**src/rtl/mmio_bus_ctrl.sv**
```systemverilog
// Handshaked MMIO bus controller: registers one CPU access, decodes a region tag to a
// one-hot slave strobe, waits for that slave's ack (or a timeout) and returns the response.
module mmio_bus_ctrl #(
  parameter int N_SLV   = 4,
  parameter int AW      = 32,
  parameter int DW      = 32,
  parameter int SEL_HI  = 31,
  parameter int SEL_LO  = 28,
  // Slave i owns SLV_TAG[i*TW +: TW]: slave0=A, slave1=C, slave2=E, slave3=F.
  parameter logic [N_SLV*(SEL_HI-SEL_LO+1)-1:0] SLV_TAG = 16'hFECA,
  parameter int DEF_SLV = 0,
  parameter int TIMEOUT = 15
) (
  input  logic                clk,
  input  logic                rst,
  input  logic                cpu_req,
  input  logic                cpu_we,
  input  logic [AW-1:0]       cpu_addr,
  input  logic [DW-1:0]       cpu_wdata,
  output logic                cpu_ready,
  output logic [DW-1:0]       cpu_rdata,
  output logic                cpu_err,
  output logic [N_SLV-1:0]    slv_sel,
  output logic                slv_we,
  output logic [AW-1:0]       slv_addr,
  output logic [DW-1:0]       slv_wdata,
  input  logic [N_SLV-1:0]    slv_ack,
  input  logic [N_SLV*DW-1:0] slv_rdata,
  output logic [AW-1:0]       err_addr,
  output logic [7:0]          err_cnt
);

  localparam int TW = SEL_HI - SEL_LO + 1;
  localparam int IW = (N_SLV > 1) ? $clog2(N_SLV) : 1;

  typedef enum logic [1:0] {S_IDLE, S_ACCESS, S_RESP, S_ERR} state_t;

  state_t          r_state;
  state_t          w_state_nxt;
  logic            r_we;
  logic [AW-1:0]   r_addr;
  logic [DW-1:0]   r_wdata;
  logic [IW-1:0]   r_idx;
  logic [7:0]      r_tcnt;
  logic [DW-1:0]   r_rdata;
  logic [AW-1:0]   r_err_addr;
  logic [7:0]      r_err_cnt;
  logic            w_ack;
  logic            w_tmo;
  logic [DW-1:0]   w_slv_rd;

  // Scanning from the top down lets the lowest matching index overwrite the others.
  function automatic logic [IW-1:0] f_decode(input logic [AW-1:0] addr);
    logic [IW-1:0] idx;
    idx = IW'(DEF_SLV);
    for (int i = N_SLV - 1; i >= 0; i--) begin
      if (addr[SEL_HI:SEL_LO] == SLV_TAG[i*TW +: TW]) idx = IW'(i);
    end
    return idx;
  endfunction

  assign w_ack    = slv_ack[r_idx];
  assign w_slv_rd = slv_rdata[r_idx*DW +: DW];
  assign w_tmo    = (r_tcnt == 8'(TIMEOUT - 1));

  always_comb begin
    w_state_nxt = r_state;
    cpu_ready   = 1'b0;
    cpu_err     = 1'b0;
    slv_sel     = '0;
    slv_we      = 1'b0;
    unique case (r_state)
      S_IDLE: begin
        if (cpu_req) w_state_nxt = S_ACCESS;
      end
      S_ACCESS: begin
        slv_sel[r_idx] = 1'b1;
        slv_we         = r_we;
        if (w_ack)      w_state_nxt = S_RESP;
        else if (w_tmo) w_state_nxt = S_ERR;
      end
      S_RESP: begin
        cpu_ready   = 1'b1;
        w_state_nxt = S_IDLE;
      end
      S_ERR: begin
        cpu_ready   = 1'b1;
        cpu_err     = 1'b1;
        w_state_nxt = S_IDLE;
      end
      default: w_state_nxt = S_IDLE;
    endcase
  end

  always_ff @(posedge clk) begin
    if (!rst) begin
      r_state    <= S_IDLE;
      r_we       <= 1'b0;
      r_addr     <= '0;
      r_wdata    <= '0;
      r_idx      <= '0;
      r_tcnt     <= '0;
      r_rdata    <= '0;
      r_err_addr <= '0;
      r_err_cnt  <= '0;
    end else begin
      r_state <= w_state_nxt;
      case (r_state)
        S_IDLE: begin
          if (cpu_req) begin
            r_we    <= cpu_we;
            r_addr  <= cpu_addr;
            r_wdata <= cpu_wdata;
            r_idx   <= f_decode(cpu_addr);
            r_tcnt  <= '0;
          end
        end
        S_ACCESS: begin
          r_tcnt <= r_tcnt + 8'd1;
          // Error bookkeeping lands on entry to ERR so it is visible alongside cpu_ready.
          if (w_ack) begin
            r_rdata <= r_we ? '0 : w_slv_rd;
          end else if (w_tmo) begin
            r_rdata    <= '1;
            r_err_addr <= r_addr;
            if (r_err_cnt != 8'hFF) r_err_cnt <= r_err_cnt + 8'd1;
          end
        end
        default: ;
      endcase
    end
  end

  assign cpu_rdata = r_rdata;
  assign slv_addr  = r_addr;
  assign slv_wdata = r_wdata;
  assign err_addr  = r_err_addr;
  assign err_cnt   = r_err_cnt;

endmodule

```
**config.mk**
```make
export PLATFORM = sky130hd
export DESIGN_NAME = mmio_bus_ctrl
export DESIGN_NICKNAME = d
export VERILOG_FILES = /design/src/rtl/mmio_bus_ctrl.sv
export SDC_FILE = /design/constraint.sdc
export NUM_CORES = 1
export LEC_CHECK = 0
export ABC_AREA = 1
export BUFFER_PORTS_ARGS = -buffer_cell sky130_fd_sc_hd__buf_2
export CAP_MARGIN = 30
export CORE_AREA = 2 2 135 137
export CTS_CLUSTER_DIAMETER = 120
export DETAILED_ROUTE_END_ITERATION = 10
export DIE_AREA = 0 0 137 139
export PLACE_DENSITY = 0.69
export SLEW_MARGIN = 5
export SYNTH_ARGS = -nofsm -noshare
export SYNTH_HDL_FRONTEND = slang
export SYNTH_SLANG_ARGS = --single-unit
```
**constraint.sdc**
```tcl
create_clock -name clk -period 1.6 [get_ports clk]
set_input_delay 0.16 -clock clk [delete_from_list [all_inputs] [get_ports clk]]
set_output_delay 0.16 -clock clk [all_outputs]
set_load 0.005 [all_outputs]
```
* Yosys cells after proc, flatten, opt, wreduce, memory -nomap -nowiden
Cells that the tools add are included.
** Operators by class
- Multiplexer cells :: 21
- Reductions and logical operators :: 11
- $add $sub $neg :: 2
- Magnitude comparators :: 2
- Shift-type cells :: 1
- Equal/unequal tests :: 11
- Bitwise gates (word level) :: 1
** Operator list (number)
- $shiftx A128 B8 Y32 :: 1
- $mux W32 :: 3
- $add A8 B1 Y8 const B :: 2
- $eq A4 B4 Y1 const B :: 4
- $pmux W8 S2 :: 1
- $mux W2 :: 7
- $eq A8 B4 Y1 const B :: 1
- $mux W8 :: 1
- $ne A8 B8 Y1 const B :: 1
- $reduce_and A2 Y1 :: 4
- $pmux W2 S3 :: 1
- $mux W1 :: 5
- $eq A2 B2 Y1 const B :: 2
- $mux W4 :: 1
- $reduce_and A4 Y1 :: 1
- $reduce_bool A2 Y1 :: 2
- $lt A2 B3 Y1 const B :: 1
- $ne A3 B3 Y1 const B :: 1
- $reduce_and A3 Y1 :: 1
- $bmux W1 S2 :: 1
- $demux W1 S2 :: 1
- $eq A2 B1 Y1 const B :: 1
- $ge A2 B1 Y1 const B :: 1
- $logic_not A2 Y1 :: 1
- other kinds (4) :: 4
** Storage, ports and cells
- Input port bits :: 200
- Output and inout bits :: 143
- Flip-flop bits (word level) :: 149

* Depth between registers and ports, before layout
- Depth in word-level cells :: 5
- Gate-level depth with buffers :: 10
- Mapped depth without buffers :: 9

* Worst setup path after synthesis
OpenSTA, ideal clock, no wires.
- Kind :: register to register
- Start point :: reg r_tcnt[0]
- End point :: reg r_err_cnt[7] (netlist: err_cnt[7])
- Required time :: 1527 ps
- Path slack :: 192 ps
- Cell stages (with the launch flop) :: 9
- Path buffers :: 0
- Data arrival time :: 1335 ps
- Clock period less this slack :: 1408 ps
- Cell sequence :: dfxtp_1 > inv_1 > ha_1 > inv_1 > nor2_1 > nand3_1 > nor2_1 > nand3_1 > a21oi_1
** On the way
- Longest elaborated chain between the ends :: 2
** RTL lines
- start, declared :: RTL line 44 : logic [7:0] r_tcnt;
- start signal, assigned :: RTL line 119 : r_tcnt <= r_tcnt + 8'd1;
- $eq A8 B4 Y1 :: RTL line 64 : assign w_tmo = (r_tcnt == 8'(TIMEOUT - 1));
- $reduce_and A4 Y1 (no line)
- end signal, assigned :: RTL line 126 : if (r_err_cnt != 8'hFF) r_err_cnt <= r_err_cnt + 8'd1;
- end, declared :: RTL line 47 : logic [7:0] r_err_cnt;
No other way between the ends.
A chain may end at the register's enable or synchronous reset.

* Worst setup path after layout
- Start point :: reg r_state[0]
- End point :: out slv_sel[1]
** On the way
- Longest elaborated chain between the ends :: 2
** RTL lines
- start, declared :: RTL line 38 : state_t r_state;
- start signal, assigned :: RTL line 107 : r_state <= w_state_nxt;
- $eq A2 B1 Y1 :: RTL line 72 : unique case (r_state)
- $mux W4 :: RTL line 72
- end, declared :: RTL line 23 : output logic [N_SLV-1:0] slv_sel,
No other way between the ends.

==> results_dict.tcl <==
set metrics [dict create \
    track_usage_pct 23.6 \
    grt_pass1_vias 7340 \
    antenna_left 0 \
    synth_top_cell_by_area "dfxtp_1" \
    start_kind "register" \
    initial_core_util_pct 37.6 \
    synth_seq_cells 149 \
    drt_first_pass_iters 5 \
    via_count 8087 \
    grt_max_degree 84 \
    clk_latency_ns 0.42 \
    final_core_util_pct 57.3 \
    slew_viol_final 0 \
    min_period_ns 1.55 \
    io_buffers 342 \
    antenna_found_initial 1 \
    cts_root_buf "clkbuf_16" \
    die_h_um 139 \
    area_delta_synth_final_pct 52.2 \
    cts_made_buffers 17 \
    detail_route.iter0.violations 471 \
    layout.nets 1590 \
    wl_per_cell_um 15.0 \
    cts_max_path_buffers 2 \
    rsz0062_at_grt "true" \
    cts.sinks 149 \
    yosysMostFrequentCell "nor2_1" \
    synth.distinct_cells 29 \
    post-route-period-util_pct 96.8 \
    syn-instance-count 991 \
    cpPeakStageDelay_ns 0.32 \
    power_frac_comb_pct 16.6 \
    power_frac_clock_pct 39.9 \
    crit_required_ns 1.44 \
    synth_top_area_share_pct 44.9 \
    p_int_uw 6800 \
    timing.hold.ws_ns 0.0119 \
    sw_frac_of_total_pct 27.2 \
    cts_tree "done" \
    status "finished clean" \
    worstPathArrival_ns 1.39 \
    synth_area_leaders "dfxtp_1 45%, nor2_1 16%, nand2_1 12%" \
    synth_edf_count 0 \
    setup_violations 0 \
    ios 343 \
    irDropWorstVdd_uv 627 \
    synth-async-reset-ratio_pct 0 \
    die_x_um 137 \
    clk_pin_slew_ns 0.06 \
    post-place-ws_ns -0.0318 \
    p_sw_uw 2540 \
    routabilityCongestion 0.866 \
    htree_levels 4 \
    cap_violations 0 \
    ys_seq_area_share_pct 44.9 \
    post_drt_via_cell_ratio 4.97 \
    hold_viol_final 0 \
    grt_pass1_wl_um 36200 \
    p_per_area_mw_per_mm2 924 \
    yosys_warnings 0 \
    die_area_sq_mm 0.0190 \
    worst_path_max_delay_cell "dfxtp_2" \
    drive_gt1_share_pct 31.5 \
    coreArea_sq_mm 0.0177 \
    path_class "reg2out" \
    path_max_fanout 12 \
    overflow 0 \
    cp-end-kind "output port" \
    place_hpwl_um 16200 \
    route.detailed.drc 0 \
    antennaDiodeCount 0 \
    p_leak_uw 0.00504 \
    hp-class "in2reg" \
    fin_skew_ns 0.00813 \
    timing.fmax_mhz 645 \
    worst_pin_slew_ns 0.372 \
    cp_cell_sequence "inv_1, nor2_4, inv_2, buf_12, nor3_1, buf_2" \
    synth_common_cells "278 x nor2_1, 206 x nand2_1, 149 x dfxtp_1, 81 x nand3_1, 70 x o21ai_0" \
    power_frac_seq_pct 43.5 \
    synthesis.area_sq_mm 0.00664 \
    syn-num-nets 1194 \
    wl_um 24400 \
    setup_ws_ns 0.0504 \
    syn_area_per_cell_sq_um 6.70 \
    relSlewSlack_pct 75.2 \
    synth_top_flop_cell "dfxtp_1" \
    std_cell_rows 49 \
]
[routing by layer]
| metal | track usage [%] | up-vias | wire (um) |
|---|---|---|---|
| met5 | 0 | - | 13 |
| met2 | 41.1 | 372 | 11900 |
| met1 | 27.5 | 3675 | 9680 |
| met3 | 6.98 | 40 | 2250 |
| li1 | - | 3998 | - |
| met4 | 7.33 | 2 | 546 |
[stage by stage]
step	cells	cell area, sq um	power, uW	setup TNS (ns)
after global placement	1524	8730	5460	0
final	1627	10100	9340	0
after CTS	1617	9900	9340	0
after global routing	1627	10100	9760	-0.851
after floorplan	991	6640	4760	0
after detailed placement	1524	8730	5480	-0.0782
[worst paths after layout]
path / from / endpoint / slack (ns) / depth (start not counted)
setup / recovery: r_state[0] / slv_sel[1] / 0.05 / 6
hold / removal: cpu_addr[28] / slv_addr[28] / 0.01 / 3
setup reg to reg: r_state[0] / err_addr[25] / 0.07 / 10
hold reg to reg: r_we / r_we / 0.45 / 2
[layout make-up]
cell class,instances,area [sq um]
multi-input cells,747,3310
repair buffers,445,2870
inverters,27,109
fillers,1614,7550
clock buffers,19,433
flip-flops and latches,149,2990
well taps,229,287
clock inverters,11,105
[power groups by stage]
stage | combinational, uW | clock [uW] | sequential, uW
3_5_place_dp | 1350 | 0 | 4130
6_report | 1550 | 3730 | 4060
5_1_grt | 1700 | 3980 | 4080
2_1_floorplan | 616 | 0 | 4140
3_3_place_gp | 1340 | 0 | 4130
4_1_cts | 1490 | 3800 | 4050
[worst max-delay path: cells and delay by family, from the launching register on]
kind	cells	cell delay [ns]
DFF	1	0.32
and+or+nand+nor	2	0.21
buffers and inverters	4	0.43
[what timing repair did]
action,in CTS,in global routing
hold buffers,60,0
endpoints found under the setup margin,32,83
endpoints found under the hold margin,60,0
resized for setup,5,15
buffers inserted,4,6
gates cloned,0,4
pin swaps,2,5
[state kept, by name (all words and copies together), names as in the netlist]
name	count
r_tcnt	8
err_addr	32
r_we	1
slv_wdata	32
err_cnt	8
r_state	2
r_idx	2
cpu_rdata	32
slv_addr	32
[cells by family (layout without fill, tap and decap cells)]
family | Yosys count | after routing | share of synthesized area, %
simple gates | 617 | 617 | 38.5
flops | 149 | 149 | 44.9
compound gates | 124 | 124 | 9.76
buf+inv | 95 | 502 | 5.90
fa+ha+maj | 3 | 3 | 0.565
xor+xnor | 3 | 3 | 0.396
[layout by cell type, fill, tap and decap left out, types with 12 or more instances in the layout]
cell type	instances
a21oi_1	17
buf_12	12
buf_2	341
buf_4	25
clkbuf_16	21
dfxtp_1	144
dlygate4sd3_1	60
inv_1	19
nand2_1	206
nand3_1	80
nand4_1	35
nor2_1	272
o21ai_0	70
o21ai_1	30
No activity file was read; power rests on OpenSTA's default activity.
